--- src/rtl/snake_pkg.sv ---
// Shared game-timing definitions: state encoding, clock rate, display width and
// the wrapping seconds increment used by the elapsed-time counter.
package snake_pkg;

  localparam int CLK_FREQ_HZ = 25000000;
  localparam int TIME_W      = 10;

  localparam logic [1:0] ST_IDLE    = 2'd0;
  localparam logic [1:0] ST_RUNNING = 2'd1;
  localparam logic [1:0] ST_PAUSED  = 2'd2;
  localparam logic [1:0] ST_STOPPED = 2'd3;

  typedef struct packed {
    logic              wrap;
    logic [TIME_W-1:0] value;
  } sec_step_t;

  // Wraps to zero past the last displayable count, matching the digit counter.
  function automatic sec_step_t seconds_step(input logic [TIME_W-1:0] cur,
                                             input logic [TIME_W-1:0] max_sec);
    sec_step_t r;
    if (cur == max_sec) begin
      r.wrap  = 1'b1;
      r.value = {TIME_W{1'b0}};
    end else begin
      r.wrap  = 1'b0;
      r.value = cur + TIME_W'(1);
    end
    return r;
  endfunction

endpackage

--- src/rtl/time_tik_generator_if.sv ---
// Game-control strobes into the tick generator and its timing outputs back to game logic.
interface time_tik_generator_if;
  import snake_pkg::*;

  logic              sync_reset;
  logic              game_start;
  logic              pause_toggle;
  logic              game_over;
  logic              time_tik;
  logic              running;
  logic [TIME_W-1:0] seconds;
  logic              time_wrap;

  modport master (
    output sync_reset, game_start, pause_toggle, game_over,
    input  time_tik, running, seconds, time_wrap
  );

  modport slave (
    input  sync_reset, game_start, pause_toggle, game_over,
    output time_tik, running, seconds, time_wrap
  );

endinterface

--- src/rtl/time_tik_generator_pulse_stretcher.sv ---
// Loadable down-counter turning a one-cycle strobe into a HIGH_CYCLES-wide registered level.
module pulse_stretcher #(
  parameter int HIGH_CYCLES = 4,
  parameter int CNT_W       = $clog2(HIGH_CYCLES + 1)
) (
  input  logic clk_i,
  input  logic rst_n_i,
  input  logic clr_i,
  input  logic load_i,
  output logic level_o
);

  logic [CNT_W-1:0] cnt_q;
  logic [CNT_W-1:0] cnt_d;
  logic             level_q;

  // Next count: clear wins, a load restarts the window, otherwise count down to zero.
  always_comb begin
    cnt_d = cnt_q;
    if (clr_i) begin
      cnt_d = {CNT_W{1'b0}};
    end else if (load_i) begin
      cnt_d = CNT_W'(HIGH_CYCLES);
    end else if (cnt_q != {CNT_W{1'b0}}) begin
      cnt_d = cnt_q - CNT_W'(1);
    end else begin
      cnt_d = cnt_q;
    end
  end

  // Level flop tracks "count nonzero" without an extra cycle of latency.
  always_ff @(posedge clk_i or negedge rst_n_i) begin
    if (!rst_n_i) begin
      cnt_q   <= {CNT_W{1'b0}};
      level_q <= 1'b0;
    end else begin
      cnt_q   <= cnt_d;
      level_q <= (cnt_d != {CNT_W{1'b0}});
    end
  end

  assign level_o = level_q;

endmodule

--- src/rtl/time_tik_generator.sv ---
// Game-second tick source: state machine gating a prescaler, a wrapping seconds
// count, and a stretched time_tik level for the display digit counter.
module time_tik_generator
  import snake_pkg::*;
#(
  parameter int TICKS_PER_SEC   = CLK_FREQ_HZ,
  parameter int TIK_HIGH_CYCLES = 4,
  parameter int PRESC_BITS      = 25,
  parameter int MAX_SECONDS     = 999
) (
  input logic                 clock_25,
  input logic                 reset,
  time_tik_generator_if.slave bus
);

  localparam logic [PRESC_BITS-1:0] PRESC_LAST = PRESC_BITS'(TICKS_PER_SEC - 1);
  localparam logic [TIME_W-1:0]     SEC_MAX    = TIME_W'(MAX_SECONDS);

  logic [1:0]            state_q, state_d;
  logic [PRESC_BITS-1:0] presc_q, presc_d;
  logic [TIME_W-1:0]     seconds_q, seconds_d;
  logic                  wrap_q, wrap_d;
  logic                  running_q;
  logic                  terminal_s;
  logic                  tik_s;
  sec_step_t             sec_step_s;

  // Next state; game_over outranks pause_toggle, STOPPED only leaves through a reset.
  always_comb begin
    state_d = state_q;
    case (state_q)
      ST_IDLE: begin
        if (bus.game_start) state_d = ST_RUNNING;
        else                state_d = state_q;
      end
      ST_RUNNING: begin
        if (bus.game_over)         state_d = ST_STOPPED;
        else if (bus.pause_toggle) state_d = ST_PAUSED;
        else                       state_d = state_q;
      end
      ST_PAUSED: begin
        if (bus.game_over)         state_d = ST_STOPPED;
        else if (bus.pause_toggle) state_d = ST_RUNNING;
        else                       state_d = state_q;
      end
      ST_STOPPED: state_d = state_q;
      default:    state_d = ST_IDLE;
    endcase
  end

  // Terminal count uses the current state, so a count finishing alongside a
  // pause or game_over still issues its tick before the prescaler freezes.
  assign terminal_s = (state_q == ST_RUNNING) && (presc_q == PRESC_LAST);
  assign sec_step_s = seconds_step(seconds_q, SEC_MAX);

  // Prescaler and seconds next-state.
  always_comb begin
    presc_d   = presc_q;
    seconds_d = seconds_q;
    wrap_d    = 1'b0;
    if (state_q == ST_RUNNING) begin
      if (terminal_s) presc_d = {PRESC_BITS{1'b0}};
      else            presc_d = presc_q + PRESC_BITS'(1);
    end else if ((state_q == ST_IDLE) && bus.game_start) begin
      presc_d = {PRESC_BITS{1'b0}};
    end else begin
      presc_d = presc_q;
    end
    if (terminal_s) begin
      seconds_d = sec_step_s.value;
      wrap_d    = sec_step_s.wrap;
    end else begin
      seconds_d = seconds_q;
      wrap_d    = 1'b0;
    end
  end

  // State, prescaler and output registers with sync_reset acting as a new-game clear.
  always_ff @(posedge clock_25 or negedge reset) begin
    if (!reset) begin
      state_q   <= ST_IDLE;
      presc_q   <= {PRESC_BITS{1'b0}};
      seconds_q <= {TIME_W{1'b0}};
      wrap_q    <= 1'b0;
      running_q <= 1'b0;
    end else if (bus.sync_reset) begin
      state_q   <= ST_IDLE;
      presc_q   <= {PRESC_BITS{1'b0}};
      seconds_q <= {TIME_W{1'b0}};
      wrap_q    <= 1'b0;
      running_q <= 1'b0;
    end else begin
      state_q   <= state_d;
      presc_q   <= presc_d;
      seconds_q <= seconds_d;
      wrap_q    <= wrap_d;
      running_q <= (state_d == ST_RUNNING);
    end
  end

  pulse_stretcher #(
    .HIGH_CYCLES (TIK_HIGH_CYCLES)
  ) u_tik_stretch (
    .clk_i   (clock_25),
    .rst_n_i (reset),
    .clr_i   (bus.sync_reset),
    .load_i  (terminal_s),
    .level_o (tik_s)
  );

  assign bus.time_tik  = tik_s;
  assign bus.running   = running_q;
  assign bus.seconds   = seconds_q;
  assign bus.time_wrap = wrap_q;

endmodule

--- src/flat_wrapper.sv ---
// flat-port wrapper written by rule: the top's interface ports become plain ports
module time_tik_generator_flat import snake_pkg::*;
#(
  parameter int TICKS_PER_SEC   = CLK_FREQ_HZ,
  parameter int TIK_HIGH_CYCLES = 4,
  parameter int PRESC_BITS      = 25,
  parameter int MAX_SECONDS     = 999
)
  (clock_25, reset, bus_sync_reset, bus_game_start, bus_pause_toggle, bus_game_over, bus_time_tik, bus_running, bus_seconds, bus_time_wrap);
  time_tik_generator_if bus_i ();
  input logic clock_25;
  input logic reset;
  input wire logic [$bits(bus_i.sync_reset)-1:0] bus_sync_reset;
  input wire logic [$bits(bus_i.game_start)-1:0] bus_game_start;
  input wire logic [$bits(bus_i.pause_toggle)-1:0] bus_pause_toggle;
  input wire logic [$bits(bus_i.game_over)-1:0] bus_game_over;
  output wire logic [$bits(bus_i.time_tik)-1:0] bus_time_tik;
  output wire logic [$bits(bus_i.running)-1:0] bus_running;
  output wire logic [$bits(bus_i.seconds)-1:0] bus_seconds;
  output wire logic [$bits(bus_i.time_wrap)-1:0] bus_time_wrap;
  assign bus_i.sync_reset = bus_sync_reset;
  assign bus_i.game_start = bus_game_start;
  assign bus_i.pause_toggle = bus_pause_toggle;
  assign bus_i.game_over = bus_game_over;
  assign bus_time_tik = bus_i.time_tik;
  assign bus_running = bus_i.running;
  assign bus_seconds = bus_i.seconds;
  assign bus_time_wrap = bus_i.time_wrap;
  time_tik_generator #(.TICKS_PER_SEC(TICKS_PER_SEC), .TIK_HIGH_CYCLES(TIK_HIGH_CYCLES), .PRESC_BITS(PRESC_BITS), .MAX_SECONDS(MAX_SECONDS)) u_core (.clock_25(clock_25), .reset(reset), .bus(bus_i));
endmodule
--- config.mk ---
export PLATFORM = sky130hd
export DESIGN_NAME = time_tik_generator_flat
export DESIGN_NICKNAME = d
export VERILOG_FILES = /design/src/rtl/snake_pkg.sv /design/src/rtl/time_tik_generator_if.sv /design/src/rtl/time_tik_generator_pulse_stretcher.sv /design/src/rtl/time_tik_generator.sv /design/src/flat_wrapper.sv
export SDC_FILE = /design/constraint.sdc
export NUM_CORES = 1
export LEC_CHECK = 0
export BUFFER_PORTS_ARGS = -buffer_cell sky130_fd_sc_hd__buf_4
export CORE_ASPECT_RATIO = 0.8
export CORE_MARGIN = 3
export CORE_UTILIZATION = 40
export CTS_CLUSTER_DIAMETER = 60
export DETAILED_ROUTE_END_ITERATION = 7
export PLACE_DENSITY = 0.64
export REMOVE_ABC_BUFFERS = 1
export SLEW_MARGIN = 20
export SYNTH_ARGS = -nofsm -noshare
export SYNTH_HDL_FRONTEND = slang
export SYNTH_SLANG_ARGS = --single-unit
--- constraint.sdc ---
create_clock -name clock_25 -period 2.8 [get_ports clock_25]
set_input_delay 0.14 -clock clock_25 [delete_from_list [all_inputs] [get_ports clock_25]]
set_output_delay 0.14 -clock clock_25 [all_outputs]
set_load 0.01 [all_outputs]
==> reports/qor.txt <==
Final nets: 306
WHS: 164.5 ps
Critical path cell sequence: or4b_4 > nor4_4 > nand2_2 > or4_1 > a21oi_1
RSZ-0062 raised after global routing: no
Mapped Cells: 273
Clk root buf: clkbuf_8
Sequential Power Share: 0.531
MaxCap Viol Count: 0
CP Data Required Time: 3010 ps
Top achievable clock speed: 0.4362 GHz
Max incr delay on CP: 580 ps
Syn Area/Cell: 8.841 sq um
Initial Util: 0.4275
Post-CTS Setup Bufs: 0
Wire length per cell after detailed routing: 14.49 um
Via count: 2,092
Clock Path Buffers: 2
Seq/Total Area, Yosys: 0.4458
Skew final: 6.574 ps
Reg area: 0.001076 sq mm
Worst skew pair latency: 290 ps
Dpl cells: 365
Num ports: 19
Detailed Place HPWL: 3.652 mm
Fin cells: 372
Largest net degree at the start of global routing: 48
Warnings from Yosys: 0
Final Wtd Congestion: 0.7755
Setup violations, final: 0
Initial antenna violation count: 0
WP data arrival: 2500 ps
Least-Margin Pin Slew: 570.3 ps
Peak VDD IR: 0.3105 mV
Setup TNS: 0 ps
Drt via density: 5.624
# DRC: 0
Switching Power: 341.7 uW
# port buffers: 18
Antenna viol nets, final: 0
Chip Width: 92.85 um
GRT Util Overall: 0.1719
Core area: 0.005645 sq mm
Worst-path fanout max: 8
EDFF count, synth: 0
Routed WL: 5.389 mm
DP Area: 0.002661 sq mm
Share of cells above drive strength 1: 0.1429
Row cnt: 24
GRT overflow: 0
Switch share: 0.2715
Relative slew slack: 0.6198
Die area: 0.007007 sq mm
Synthesized cell area: 0.002414 sq mm
Fillcell total: 561
1st-pass router iterations: 4
Final worst-path cycle share: 0.8187
Internal power: 917.0 uW
CP max stage cell: or4b_4
P per Cell Area: 458.7 mW/mm^2
Fin area: 0.002744 sq mm
Startpoint class of the critical path: register
Area grow syn2layout: 13.69%
Cell variety after synth: 44
Async SR Flop Fraction: 1.000
Vias in the first global route: 1,973
Outcome: finished clean
Final Critical Period: 2292 ps
CTS tree: yes
First-pass GRT wire length: 9.549 mm
Worst-path clk slew: 70 ps
Total CTS buffers: 5
Tot Pwr: 1.259 mW
Setup CP Type: register to register
Clk pwr share: 0.283
Synth Flop Type: dfrtp_1
Sink Count: 43
Area of the multi-input gates: 0.001251 sq mm
Critical Path End Type: register
# diodes: 0
Post-CTS Resized: 0
Hold Crit Class: input pin to register
Die H: 75.48 um
Max-slew violations: 0
Hold Violations, Final: 0
Synth Register Bits: 43
H-tree Lvls: 2
P_leak: 1.119 nW
Combinational share of power: 0.187
1st-iter DRT viols: 164
cells in the final DEF (no fill, tap or decap), drive strengths merged, types with 4 or more instances in the layout:
master | Yosys | final
a21oi | 29 | 29
a31oi | 19 | 19
and3 | 6 | 6
buf | 5 | 26
clkbuf | 7 | 6
dfrtp | 43 | 43
ha | 5 | 5
inv | 11 | 11
nand2 | 27 | 27
nand2b | 4 | 4
nand3 | 17 | 17
nand4 | 11 | 11
nor2 | 22 | 22
nor2b | 4 | 4
nor3 | 4 | 4
nor4 | 4 | 4
o21ai | 16 | 16
or3 | 4 | 4
final timing paths:
kind,from,endpoint,slack [ps],cells after the start
setup / recovery,u_core.state_q[1]$_DFF_PN0_,u_core.bus.seconds[3]$_DFFE_PN0P_,510,5
hold / removal,bus_sync_reset,u_core.bus.seconds[8]$_DFFE_PN0P_,160,2
setup reg to reg,u_core.state_q[1]$_DFF_PN0_,u_core.bus.seconds[3]$_DFFE_PN0P_,510,5
hold reg to reg,u_core.presc_q[13]$_DFFE_PN0P_,u_core.presc_q[13]$_DFFE_PN0P_,490,1
max in group asynchronous,reset,u_core.bus.time_wrap$_DFF_PN0_,2020,2
min in group asynchronous,reset,u_core.u_tik_stretch.cnt_q[1]$_DFF_PN0_,400,2
metal layers:
layer,part of all wire,track usage,up-vias
met3,0.050,0.03258,5
met5,0,0,-
li1,-,-,1051
met2,0.41,0.2474,41
met4,0.0082,0.04065,0
met1,0.53,0.2673,995
critical path: cells and delay by family (launching register included):
family / cells / cell delay [ps]
flip-flops: 1 / 460
AO/OA/AOI/OAI: 1 / 150
AND/OR/NAND/NOR: 4 / 1600
metrics by stage:
stage          setup slack [ps]  utilization
4_1_cts                   507.0       0.4860
3_3_place_gp              565.1       0.4714
2_1_floorplan            -296.3            -
3_5_place_dp              528.0       0.4714
6_report                  507.7       0.4860
5_1_grt                   356.0       0.4860
flip-flops by register name, summed over array words and instances, names as in the netlist:
register and cells:
u_core.u_tik_stretch.level_o 1, u_core.bus.seconds 10, u_core.state_q 2, u_core.bus.running 1, u_core.bus.time_wrap 1, u_core.presc_q 25, u_core.u_tik_stretch.cnt_q 3
cell type report:
type / instances / share of cell area
Inverter: 11 / 0.01505
Timing Repair Buffer: 27 / 0.07478
Multi-Input combinational cell: 207 / 0.4560
Tap cell: 78 / 0.03557
Sequential cell: 43 / 0.3922
Clock buffer: 6 / 0.02645
power by group through the flow:
| stage | logic (mW) | clock network, mW | registers [mW] |
|---|---|---|---|
| after floorplan | 0.160 | 0 | 0.681 |
| after global placement | 0.231 | 0 | 0.678 |
| after detailed placement | 0.233 | 0 | 0.680 |
| after CTS | 0.237 | 0.371 | 0.667 |
| after global routing | 0.269 | 0.390 | 0.673 |
| final | 0.235 | 0.356 | 0.668 |
synthesized netlist by cell type (2+ instances only):
library cell,number,area share
a41oi_1,3,0.011
o2bb2ai_1,2,0.0073
clkbuf_1,7,0.011
dfrtp_1,43,0.45
mux2i_1,3,0.012
xor2_1,2,0.0073
nand4_1,11,0.029
and3_1,6,0.016
nor4_4,2,0.018
buf_1,2,0.0031
nand2b_1,4,0.010
buf_2,3,0.0062
nor3b_1,2,0.0062
or4_1,3,0.0093
nor2b_1,4,0.010
nand2_1,26,0.040
a21oi_1,29,0.060
or3_1,4,0.010
and2_1,2,0.0052
a31oi_1,19,0.049
inv_1,11,0.017
nor3_1,4,0.0083
ha_1,5,0.026
or4b_1,2,0.0083
or3b_1,3,0.011
nand3_1,17,0.035
o21ai_0,16,0.033
nor2_1,22,0.034
kinds of logic after synthesis:
| logic type | after synthesis | synth area share |
|---|---|---|
| fa+ha+maj | 5 | 0.02592 |
| compound gates | 75 | 0.1814 |
| mux | 4 | 0.01711 |
| flops | 43 | 0.4458 |
| simple gates | 121 | 0.2851 |
| buf+inv | 23 | 0.03733 |
| xor+xnor | 2 | 0.007259 |
what timing repair did:
action                                 4_1_cts  5_1_grt
endpoints found under the hold margin       43        0
setup endpoints to repair                    0        0
hold buffers                                 1        0
(Power assumes the default switching activity.)
